==> config.mk <==
export PLATFORM = sky130hd
export DESIGN_NAME = pipe_ctrl
export DESIGN_NICKNAME = d
export VERILOG_FILES = /design/src/rtl/pipe_ctrl.sv
export SDC_FILE = /design/constraint.sdc
export NUM_CORES = 1
export LEC_CHECK = 0
export CAP_MARGIN = 15
export CELL_PAD_IN_SITES_DETAIL_PLACEMENT = 0
export CELL_PAD_IN_SITES_GLOBAL_PLACEMENT = 2
export CORE_MARGIN = 5
export CORE_UTILIZATION = 20
export CTS_CLUSTER_SIZE = 30
export DETAILED_ROUTE_END_ITERATION = 16
export PLACE_DENSITY = 0.83
export SLEW_MARGIN = 15
export SYNTH_ARGS = -nofsm -noshare
export SYNTH_HDL_FRONTEND = slang
export SYNTH_SLANG_ARGS = --single-unit
==> constraint.sdc <==
create_clock -name clk -period 1.9 [get_ports clk]
set_clock_uncertainty 0.15 [all_clocks]
set_input_delay 0.38 -clock clk [delete_from_list [all_inputs] [get_ports clk]]
set_output_delay 0.38 -clock clk [all_outputs]
set_load 0.01 [all_outputs]
==> src/rtl/pipe_ctrl.sv <==
// rtl/pipe_ctrl.sv - front-end stall/flush sequencer with redirect on mispredict or exception
// Optional perf counters: define PIPE_CTRL_PERF_EN.
module pipe_ctrl #(
    parameter int FLUSH_CYCLES = 2,
    parameter int ADDR_W       = 32
) (
    input  logic              clk,
    input  logic              rst,
    input  logic              rob_full,
    input  logic              id_stall_req,
    input  logic              if_stall_req,
    input  logic              mispredict_valid,
    input  logic [ADDR_W-1:0] mispredict_target,
    input  logic              exception_valid,
    input  logic [ADDR_W-1:0] exception_target,
    output logic              stall_if,
    output logic              stall_id,
    output logic              stall_idrob,
    output logic              flush,
    output logic              redirect_valid,
    output logic [ADDR_W-1:0] redirect_pc,
    output logic              busy
`ifdef PIPE_CTRL_PERF_EN
    ,
    output logic [31:0]       perf_stall_cycles,
    output logic [31:0]       perf_flush_count,
    output logic [31:0]       perf_mispredict_count
`endif
);

    typedef enum logic {RUN = 1'b0, FLUSH = 1'b1} state_t;

    localparam logic [3:0] CNT_INIT = 4'(FLUSH_CYCLES - 1);

    state_t            state, state_nxt;
    logic [3:0]        cnt, cnt_nxt;
    logic              flush_nxt, rv_nxt;
    logic [ADDR_W-1:0] pc_nxt;
    logic              take_exc, take_mis;

    // Mispredicts seen while flushing come from squashed instructions and are dropped.
    assign take_exc = exception_valid;
    assign take_mis = mispredict_valid && !exception_valid && (state == RUN);
    assign busy     = (state == FLUSH);

    always_comb begin
        state_nxt = state;
        cnt_nxt   = cnt;
        flush_nxt = flush;
        rv_nxt    = 1'b0;
        pc_nxt    = redirect_pc;
        if (take_exc || take_mis) begin
            state_nxt = FLUSH;
            cnt_nxt   = CNT_INIT;
            flush_nxt = 1'b1;
            rv_nxt    = 1'b1;
            pc_nxt    = take_exc ? exception_target : mispredict_target;
        end else if (state == FLUSH) begin
            if (cnt == 4'd0) begin
                state_nxt = RUN;
                flush_nxt = 1'b0;
            end else begin
                cnt_nxt = cnt - 4'd1;
            end
        end
    end

    // Stalls are dropped while flushing so the clear reaches every register.
    always_comb begin
        stall_idrob = 1'b0;
        stall_id    = 1'b0;
        stall_if    = 1'b0;
        if (rst && state == RUN) begin
            stall_idrob = rob_full;
            stall_id    = rob_full | id_stall_req;
            stall_if    = rob_full | id_stall_req | if_stall_req;
        end
    end

    always_ff @(posedge clk) begin
        if (!rst) begin
            state          <= RUN;
            cnt            <= 4'd0;
            flush          <= 1'b0;
            redirect_valid <= 1'b0;
            redirect_pc    <= '0;
        end else begin
            state          <= state_nxt;
            cnt            <= cnt_nxt;
            flush          <= flush_nxt;
            redirect_valid <= rv_nxt;
            redirect_pc    <= pc_nxt;
        end
    end

`ifdef PIPE_CTRL_PERF_EN
    always_ff @(posedge clk) begin
        if (!rst) begin
            perf_stall_cycles     <= '0;
            perf_flush_count      <= '0;
            perf_mispredict_count <= '0;
        end else begin
            if (state == RUN && stall_if && perf_stall_cycles != 32'hffffffff)
                perf_stall_cycles <= perf_stall_cycles + 32'd1;
            if ((take_exc || take_mis) && perf_flush_count != 32'hffffffff)
                perf_flush_count <= perf_flush_count + 32'd1;
            if (take_mis && perf_mispredict_count != 32'hffffffff)
                perf_mispredict_count <= perf_mispredict_count + 32'd1;
        end
    end
`endif

endmodule

==> impl_metrics.yaml <==
sta:
  final-hold-violation-count: 0
  timing.final.max_slew_violations: 0
  period_minus_slack_ps: 1820
  fin_crit_sh_pct: 95.9
  total_neg_setup_slack_ps: 0
  achievable-frequency_mhz: 549
  tightest_slew_ps: 363
  slew-limit-headroom_pct: 75.8
  grt_setup_unrepaired: "no"
  report.final.setup_viol: 0
critical_path:
  crit_end: "stall_idrob"
  timing.critical_path.from_type: "input pin"
  critical_path_peak_fanout: 3
  r2r-start: "cnt[0]"
  cp-startpoint: "rst"
  critical_path_class: "in -> out"
  reg2regPathDepth: 5
  timing.rr.end: "cnt[0]"
  crit_required_ps: 1370
  critPathCaptureType: "output pin"
  arrival_ps: 1290
  reg2reg_setup_slack_ps: 140
layout:
  number_of_non_filler_instances_in_the_completed_layout: 370
  num_antenna_cells: 0
  area.sequential_um2: 781
  final.fill_count: 850
  areaGrowthSynthToFinish_pct: 78.1
  total_nets_final: 338
  multi_input_comb_area_um2: 825
  layout.core_utilization_pct: 36.3
  fraction_of_final_layout_cells_sized_beyond_drive_strength_1_pct: 8.68
route:
  drt_drc_violations_left: 0
  routed_wl_um: 5120
  wl_per_cell_um: 13.8
  vias_per_cell: 4.31
  dr.first_iter.drc_count: 30
  drt_pass1_iterations: 4
  routed-via-count: 1594
  ant_nets: 0
floorplanning:
  number_of_placement_rows: 33
  floorplan.die.width_um: 101
  design.portCount: 109
  die_height_um: 101
  core-area_um2: 8180
  die_area_um2: 10300
  initial_cell_density_of_the_core_pct: 20.4
grt:
  antenna_violations_before_repair: 0
  via_count_of_the_first_global_routing_pass: 1624
  grt_usage_pct: 9.82
  pin_count_of_the_biggest_net_entering_global_routing: 18
  globalRoute.totalOverflow: 0
  grt_first_pass_wirelength_um: 7980
synth:
  avgSynthCellArea_um2: 10.9
  yosys_register_bits: 39
  syn-instance-count: 153
  synth_common_cells: "dfxtp_1, mux2i_1, o2bb2ai_1"
  yosysSeqAreaShare_pct: 46.8
  async_flop_share_pct: 0
  post-synth-top-count-cell: "dfxtp_1"
  ys_dominant_reg_cell: "dfxtp_1"
  synth_top_area_share_pct: 46.8
  ys_top_cells_by_area: "dfxtp_1, mux2i_1, o2bb2ai_1, buf_2, a21oi_1"
  synth_top_cell_by_area: "dfxtp_1"
  netlist_area_um2: 1670
  synthesis.yosys.warnings: 0
  synth.net_count: 225
  synth.distinct_cells: 25
  synth_edf_count: 0
min_path:
  timing.hold.worst.class: "in -> reg"
  timing.hold.worst.start: "exception_valid"
placement:
  placedCellCount: 364
  sum_of_net_half_perimeters_after_detailed_placement_um: 4000
  routabilityCongestion: 0.674
  buffer_ports.inserted: 108
clock_tree:
  clk_root_buffer_cell: "clkbuf_8"
  cts_hold_repair.buffers: 0
  cts_tree: "yes"
  max-clock-path-buffers: 2
  cts-buffers-inserted: 5
  insertion_delay_ps: 280
  htree_num_levels: 2
  clock_sink_count: 39
  path_clk_slew_ps: 70
  postCtsSetupRepairBufs: 0
pwr:
  p_per_area_nw_per_um2: 647
  power.ir.vdd_worst_uv: 231
  leakage_uw: 0.00115
run:
  maxCapViolCount: 0
run_status:
  status: "completed"
-- state kept, by name (all words and copies together), names as in the netlist --
| signal | cells |
|---|---|
| redirect_valid | 1 |
| cnt | 4 |
| busy | 1 |
| flush | 1 |
| redirect_pc | 32 |
-- layout by cell type, fill, tap and decap left out, types with 2 or more instances in the layout --
| master | Yosys | layout |
|---|---|---|
| a21oi_1 | 5 | 5 |
| nand2b_1 | 3 | 3 |
| o2bb2ai_1 | 32 | 32 |
| mux2i_1 | 32 | 32 |
| clkdlybuf4s50_1 | 0 | 103 |
| inv_1 | 4 | 4 |
| clkbuf_8 | 0 | 5 |
| clkbuf_2 | 0 | 2 |
| nor2b_1 | 2 | 2 |
| buf_4 | 0 | 10 |
| nand2_1 | 4 | 4 |
| nor2_1 | 6 | 6 |
| dfxtp_1 | 39 | 39 |
-- area by class of cell --
| type | instances | share of cell area [%] |
|---|---|---|
| well taps | 105 | 4.43 |
| flip-flops and latches | 39 | 26.3 |
| multi-input cells | 98 | 27.8 |
| clock buffers | 6 | 2.45 |
| inverters | 4 | 0.506 |
| repair buffers | 118 | 38.5 |
-- per-stage QoR --
stage	area [µm²]	worst slack (ps)	hold WS (ps)	total power, µW
2_1_floorplan	1670	229	327	1110
3_3_place_gp	2900	-222	293	1440
3_5_place_dp	2900	-245	295	1440
4_1_cts	2970	18.7	285	1970
5_1_grt	2970	8.95	318	2030
6_report	2970	77.5	287	1920
-- power by group --
| part | internal, µW | switching [µW] |
|---|---|---|
| clock network | 245 | 267 |
| logic | 314 | 182 |
| registers | 881 | 31.6 |
-- worst max-delay path, stage by stage --
cell and delay (ps):
clkdlybuf4s50_1 470, nand2b_1 90, nor2_1 100, clkdlybuf4s15_1 250
-- how the worst min path moves through the flow --
stage,to,cells past startpoint
floorplan,cnt[3],2
global placement,redirect_pc[4],1
detailed placement,redirect_pc[17],1
CTS,redirect_valid,3
global route,redirect_valid,3
finish,redirect_valid,3
-- layer usage --
metal / global-route usage, % / part of all wire, % / wire, µm
met1: 11.8 / 41 / 2100
met2: 16.3 / 51 / 2590
met3: 3.99 / 7.8 / 398
met4: 2.45 / 0.66 / 34
met5: 0 / 0 / 0
-- kinds of logic (layout without fill, tap and decap cells) --
kind of cell | count (synthesis) | after routing | synth area share (%)
flops | 39 | 39 | 46.8
buf+inv | 16 | 128 | 4.20
mux | 32 | 32 | 19.2
simple gates | 22 | 22 | 7.73
compound gates | 43 | 43 | 21.2
fa+ha+maj | 1 | 1 | 0.751
-- what timing repair did --
item / CTS / global route
hold endpoints to repair: 0 / 0
gates resized for setup: 3 / 7
endpoints found under the setup margin: 3 / 3
(Power assumes the default switching activity.)
